**config.mk**
```make
export PLATFORM = sky130hd
export DESIGN_NAME = ladybird_alu_arbiter
export DESIGN_NICKNAME = d
export VERILOG_FILES = /design/src/rtl/ladybird_alu_arbiter.sv
export SDC_FILE = /design/constraint.sdc
export NUM_CORES = 1
export LEC_CHECK = 0
export ABC_CLOCK_PERIOD_IN_PS = 3930
export CORE_AREA = 2 2 109 111
export DETAILED_ROUTE_END_ITERATION = 8
export DIE_AREA = 0 0 111 113
export PLACE_DENSITY = 0.75
export SLEW_MARGIN = 20
export SYNTH_ARGS = -nofsm -noshare
export SYNTH_HDL_FRONTEND = slang
export SYNTH_SLANG_ARGS = --single-unit
```
**constraint.sdc**
```tcl
create_clock -name clk -period 3.93 [get_ports clk]
set_input_delay 0.786 -clock clk [delete_from_list [all_inputs] [get_ports clk]]
set_output_delay 0.786 -clock clk [all_outputs]
set_load 0.01 [all_outputs]
```
**src/rtl/ladybird_alu_arbiter.sv**
```systemverilog
// Two-requester round-robin front end for the shared ALU with a one-entry result register.
// SLT/SLTU are resolved locally; every other op captures the external ALU result.

package ladybird_config;
    parameter int unsigned XLEN = 32;
endpackage

module ladybird_alu_arbiter #(
    parameter int unsigned XLEN = ladybird_config::XLEN
) (
    input  logic                 clk,
    input  logic                 nrst,
    input  logic [1:0]           req_valid,
    output logic [1:0]           req_ready,
    input  logic [1:0][2:0]      req_op,
    input  logic [1:0]           req_alt,
    input  logic [1:0][XLEN-1:0] req_src1,
    input  logic [1:0][XLEN-1:0] req_src2,
    output logic [2:0]           alu_operation,
    output logic                 alu_alternate,
    output logic [XLEN-1:0]      alu_src1,
    output logic [XLEN-1:0]      alu_src2,
    input  logic [XLEN-1:0]      alu_q,
    output logic                 rsp_valid,
    input  logic                 rsp_ready,
    output logic [XLEN-1:0]      rsp_q,
    output logic                 rsp_id
);

    typedef enum logic {StEmpty, StFull} state_e;

    state_e            state_q;
    logic              rsp_valid_q;
    logic [XLEN-1:0]   rsp_data_q;
    logic              rsp_id_q;
    logic              ptr_q;

    logic              gnt_en;
    logic              gnt_any;
    logic              gnt_id;
    logic              slt_res;
    logic              sltu_res;
    logic [XLEN-1:0]   result;

    // Grant only looks at valids, pointer, state and rsp_ready so ready never waits on operands.
    always_comb begin
        gnt_en    = nrst && ((state_q == StEmpty) || rsp_ready);
        gnt_any   = gnt_en && (req_valid != 2'b00);
        gnt_id    = 1'b0;
        case (req_valid)
            2'b01:   gnt_id = 1'b0;
            2'b10:   gnt_id = 1'b1;
            2'b11:   gnt_id = ~ptr_q;
            default: gnt_id = 1'b0;
        endcase
        req_ready = 2'b00;
        if (gnt_any) begin
            req_ready[gnt_id] = 1'b1;
        end
    end

    always_comb begin
        alu_operation = 3'b000;
        alu_alternate = 1'b0;
        alu_src1      = '0;
        alu_src2      = '0;
        if (gnt_any) begin
            alu_operation = req_op[gnt_id];
            alu_alternate = req_alt[gnt_id];
            alu_src1      = req_src1[gnt_id];
            alu_src2      = req_src2[gnt_id];
        end
    end

    always_comb begin
        slt_res  = $signed(alu_src1) < $signed(alu_src2);
        sltu_res = alu_src1 < alu_src2;
        case (alu_operation)
            3'b010:  result = {{(XLEN-1){1'b0}}, slt_res};
            3'b011:  result = {{(XLEN-1){1'b0}}, sltu_res};
            default: result = alu_q;
        endcase
    end

    always_ff @(posedge clk or negedge nrst) begin
        if (!nrst) begin
            state_q     <= StEmpty;
            rsp_valid_q <= 1'b0;
            rsp_data_q  <= '0;
            rsp_id_q    <= 1'b0;
            ptr_q       <= 1'b1;
        end else begin
            unique case (state_q)
                StEmpty: begin
                    if (gnt_any) begin
                        state_q     <= StFull;
                        rsp_valid_q <= 1'b1;
                    end
                end
                StFull: begin
                    if (rsp_ready && !gnt_any) begin
                        state_q     <= StEmpty;
                        rsp_valid_q <= 1'b0;
                    end
                end
            endcase
            if (gnt_any) begin
                rsp_data_q <= result;
                rsp_id_q   <= gnt_id;
                ptr_q      <= gnt_id;
            end
        end
    end

    assign rsp_valid = rsp_valid_q;
    assign rsp_q     = rsp_data_q;
    assign rsp_id    = rsp_id_q;

endmodule

```
; ---- Yosys cells after proc, flatten, opt, wreduce, memory -nomap -nowiden
; Index checks and enable logic that the tools add are counted.
[totals]
register_bits = 36
input_bits = 173
out_inout_bits = 104
word_cells = 48
[classes]
order_cmp = 4
n_eq_ne = 6
mux = 23
n_bitwise = 2
reduce_logical = 8
[ops]
columns = cell, n
row1 = 32-bit two-way mux, 6
row2 = 32-bit < comparator, 2
row3 = 32-bit one-hot mux with 2 select lines, 1
row4 = 3-bit two-way mux, 3
row5 = 1-bit two-way mux, 8
row6 = "3-bit by 2-bit equality test with 1-bit output, second input constant", 2
row7 = 1-bit one-hot mux with 2 select lines, 3
row8 = "2-bit equality test, second input constant", 2
row9 = 1-bit logical AND, 4
row10 = "1-bit by 2-bit < comparator with 1-bit output, second input constant", 1
row11 = 2-bit two-way mux, 1
row12 = "2-bit by 1-bit != test with 1-bit output, second input constant", 1
row13 = "2-bit != test, second input constant", 1
row14 = 1-bit inverter, 2
row15 = 2-bit AND reduction, 1
row16 = 2-bit nonzero test, 1
row17 = 1-bit demux with 1-bit select, 1
row18 = "1-bit greater-or-equal comparator, second input constant", 1
row19 = 1-bit zero test, 1
row20 = 1-bit logical OR, 1

; ---- Depth between registers and ports, before layout
[logic_depth]
ltp_word = 8
mapped_depth = 13

; ---- Worst setup path after synthesis
; No wires, ideal clock.
[synth_path]
kind = in2reg
startpoint = in rsp_ready
endpoint = reg rsp_data_q[0] (netlist: rsp_q[0])
arrival_ns = 3.379
required_time_ns = 3.796
path_slack_ns = 0.417
cell_stages = 13
n_path_buf = 3
cell_sequence = nand2b_4 > and4_4 > buf_6 > clkbuf_1 > clkbuf_1 > a22o_1 > ha_1 > a21o_1 > a21o_1 > a221o_1 > a41oi_1 > o21a_1 > o211ai_2
[synth_between]
elab_chain_cells = 6
elab_cells_between_ends = 11
cone_classes = order compare: 2 / eq/ne: 2 / mux: 4 / reduce/logical: 3
[synth_rtl]
columns = element, line
row1 = start: declaration, 25  ; input logic rsp_ready,
row2 = 1-bit logical OR (*), 47  ; gnt_en = nrst && ((state_q == StEmpty) || rsp_ready);
row3 = 1-bit logical AND (*), 47
row4 = 1-bit logical AND (*), 48  ; gnt_any = gnt_en && (req_valid != 2'b00);
row5 = 32-bit two-way mux (*), 67  ; if (gnt_any) begin
row6 = net alu_src1[5], 21  ; output logic [XLEN-1:0] alu_src1,
row7 = "32-bit < comparator, on equally long branches", "77, 76"
row8 = 32-bit one-hot mux with 2 select lines (*), 78  ; case (alu_operation)
row9 = end signal: assignment, 108  ; rsp_data_q <= result;
row10 = end: declaration, 34  ; logic [XLEN-1:0] rsp_data_q;
; Mark *: on every way through the listed nets, which the timed path passes. The rest lies on a longest branch.
; A chain may end at the register's enable or synchronous reset.

; ---- Worst setup path after layout
[layout_path]
startpoint = in rsp_ready
endpoint = out alu_src2[30]
[layout_between]
elab_chain_cells = 4
[layout_rtl]
columns = element, line
row1 = 1-bit logical OR, 47
row2 = 1-bit logical AND, 47
row3 = 1-bit logical AND, 48
row4 = 32-bit two-way mux, 67
row5 = end: declaration, 22  ; output logic [XLEN-1:0] alu_src2,
; Every way passes these cells.

==> reports/metrics.cfg <==
[status]
outcome=complete, no violations

[cts]
clock-sinks=36
clkLatencyLatePin_ns=0.27
h-tree-depth=2
numCtsBuffers=5
cts_tree=yes
cts_root_buffer=clkbuf_16
cts_resized=0
cts_hold_buf=0
cts_max_path_buffers=2
path_clk_slew_ns=0.05
cts_setup_buffers=0

[yosys]
ys_ff_latch=36
synthesis.area_um2=2950
synth_xor_area_frac=0
synthMuxAreaShare=0
avgSynthCellArea_um2=8.07
synth_compound_area_frac=0.319
synth_top_family_by_area=compound AO/OA/AOI/OAI gates
synth_enable_flop_cells=0
seq_area_frac_synth=0.306
ys_types=37
ys.flop_type=dfrtp_1
async_reset_ff_frac=1.00
yosys.area_share.adder=0.131
ys_warn_count=0
syn-num-nets=570
postSynthCellCount=366
synth-simple-area-share=0.168

[worst_hold_path]
hold_path.class=reg -> reg
min_path_cells=2

[power]
max-vdd-ir-drop_mv=0.249
leakagePower_nw=2.65
p_per_area_nw_per_um2=270
p_total_mw=1.63

[place]
place_congestion=0.858
dp.cells=767
post-dp-hpwl_um=11500
io_buffers=276

[timing]
fin_tns_setup_ns=0
rsz0062_at_grt=false
max_slew.worst_pin.slew_ns=0.578
finClkSkew_ns=0.00518
setup_viol=0
fmax_ghz=0.272
timing.slew.headroom=0.615
finalCriticalPeriod_ns=3.67
fin_crit_sh=0.934
timing.final.max_slew_violations=0
hold_violations=0

[critical_path]
critPathMaxStageDelay_ns=0.54
cp_common_cell=clkdlybuf4s50_1
timing.critical_path.fanout_max=28
critical_path_class=in -> out
required_ns=3.14
ff2ff_setup_slack_ns=1.03
arrival_ns=2.88
crit_path_top_delay_cell=clkdlybuf4s50_1
path_cells=clkdlybuf4s50_1 -> nand2b_4 -> and4_2 -> buf_4 -> a22oi_1 -> inv_1 -> clkdlybuf4s50_1
crit_path_end_kind=primary output
startpoint_type=input port
worst-r2r-cell-count=11

[grt]
grt-ovfl-total=0
grt_use_total=0.204
antenna_found_initial=4
grt_max_degree=43
first_global_vias=3946
grt_pass1_wl_um=20600

[floorplanning]
die_w_um=111
die_area_um2=12500
core.rowCount=39
initial_core_util=0.262
die_h_um=113
core_area_um2=11300
pin_count=277

[layout]
n_fill_cell=1044
fin_nets=835
layout-drive-gt1-share=0.0365
syn2layout_area_growth_pct=104
final_cells=778

[route]
drt.antenna.violating_nets=0
avgViaCountPerCell=4.95
drt_first_pass_iters=4
drt_wl_total_um=13500
drt_iter0_drc=140
wl_per_cell_um=17.4
drc_errors=0
num_vias=3849

[run]
cap_violations=0

[routing by layer]
metal	GRT usage	vias up	routed length, µm	share of wire
li1	-	1857	-	-
met1	0.223	1808	5080	0.38
met2	0.384	166	7090	0.52
met3	0.0627	18	1080	0.080
met4	0.0550	0	262	0.019
met5	0	-	0	0
[flip-flops by register name, indices dropped and copies added, names as in the netlist]
signal and cells:
state_q 1, ptr_q 1, rsp_valid 1, rsp_id 1
rsp_q 32
[worst max-delay path: cells and delay by family]
family	cells	cell delay, ns
buffers and inverters	4	1.43
AND/OR/NAND/NOR	2	0.48
AO/OA/AOI/OAI	1	0.18
[final timing paths]
| check | start | endpoint |
|---|---|---|
| worst max-delay path | rsp_ready | alu_src2[30] |
| worst min register to register | rsp_q[2] | rsp_q[2] |
| min in group asynchronous | nrst | rsp_q[11] |
| worst min-delay path | rsp_q[2] | rsp_q[2] |
| max in group asynchronous | nrst | ptr_q |
| worst max register to register | ptr_q | rsp_q[0] |
[area by class of cell]
class	count	area [µm²]	share of cell area
repair buffers	284	2860	0.474
multi-input cells	272	1830	0.303
flip-flops and latches	36	902	0.150
well taps	143	179	0.0297
clock buffers	6	129	0.0214
inverters	32	120	0.0199
diodes	4	10.0	0.00166
clock inverters	1	5.00	0.000830
[where the power goes]
part	switching, mW	internal [mW]	leakage (nW)
sequential	0.0347	0.434	0.444
clock	0.133	0.230	0.0667
combinational	0.331	0.467	2.14
total	0.499	1.13	2.65
[stage by stage]
stage                     hold slack (ns)  worst slack, ns  instance area (µm²)   util
after global placement              0.461            0.233                 5880  0.522
after CTS                           0.481            0.246                 6020  0.534
after global routing                0.508            0.129                 6020  0.534
after detailed placement            0.470            0.136                 5880  0.522
final                               0.476            0.259                 6030  0.535
after floorplan                     0.479            0.417                 2950      -
[kinds of logic after synthesis]
| family | count (synthesis) |
|---|---|
| compound gates | 131 |
| fa+ha+maj | 31 |
| buf+inv | 58 |
| flops | 36 |
| simple gates | 110 |
[Yosys cell counts (2+ instances only)]
cell type / count / share of area
clkbuf_1: 21 / 0.027
nand2_1: 75 / 0.095
a32oi_1: 2 / 0.0059
a21oi_1: 4 / 0.0068
nand4_1: 6 / 0.013
a221o_1: 2 / 0.0068
a211oi_1: 3 / 0.0076
a21o_1: 5 / 0.013
and2_1: 3 / 0.0064
o21a_1: 6 / 0.015
nand3_1: 2 / 0.0034
buf_1: 3 / 0.0038
o21ai_0: 37 / 0.063
nor4_1: 2 / 0.0042
a22o_1: 35 / 0.10
ha_1: 31 / 0.13
o211ai_1: 2 / 0.0051
or2_2: 2 / 0.0042
inv_1: 32 / 0.041
dfrtp_1: 35 / 0.30
nor2_1: 9 / 0.011
nand2b_1: 3 / 0.0064
and4_1: 2 / 0.0059
a22oi_1: 31 / 0.079
[layout by cell type (no fill, tap or decap), drive strengths merged, types with 2 or more instances in the layout]
cell	synthesis	layout
clkdlybuf4s50	0	275
nand2	75	75
o21ai	37	37
a22o	35	35
dfrtp	35	35
inv	32	32
a22oi	31	31
ha	31	31
nor2	9	9
buf	5	9
nand4	6	6
o21a	6	6
clkbuf	21	6
a21o	5	5
diode	0	4
a21oi	4	4
nand2b	4	4
and2	3	3
a211oi	3	3
or2	3	3
o211ai	3	3
and4	3	3
a32oi	2	2
nor4	2	2
nand3	2	2
a221o	2	2
Note: power is estimated with default switching activity, not from simulation.
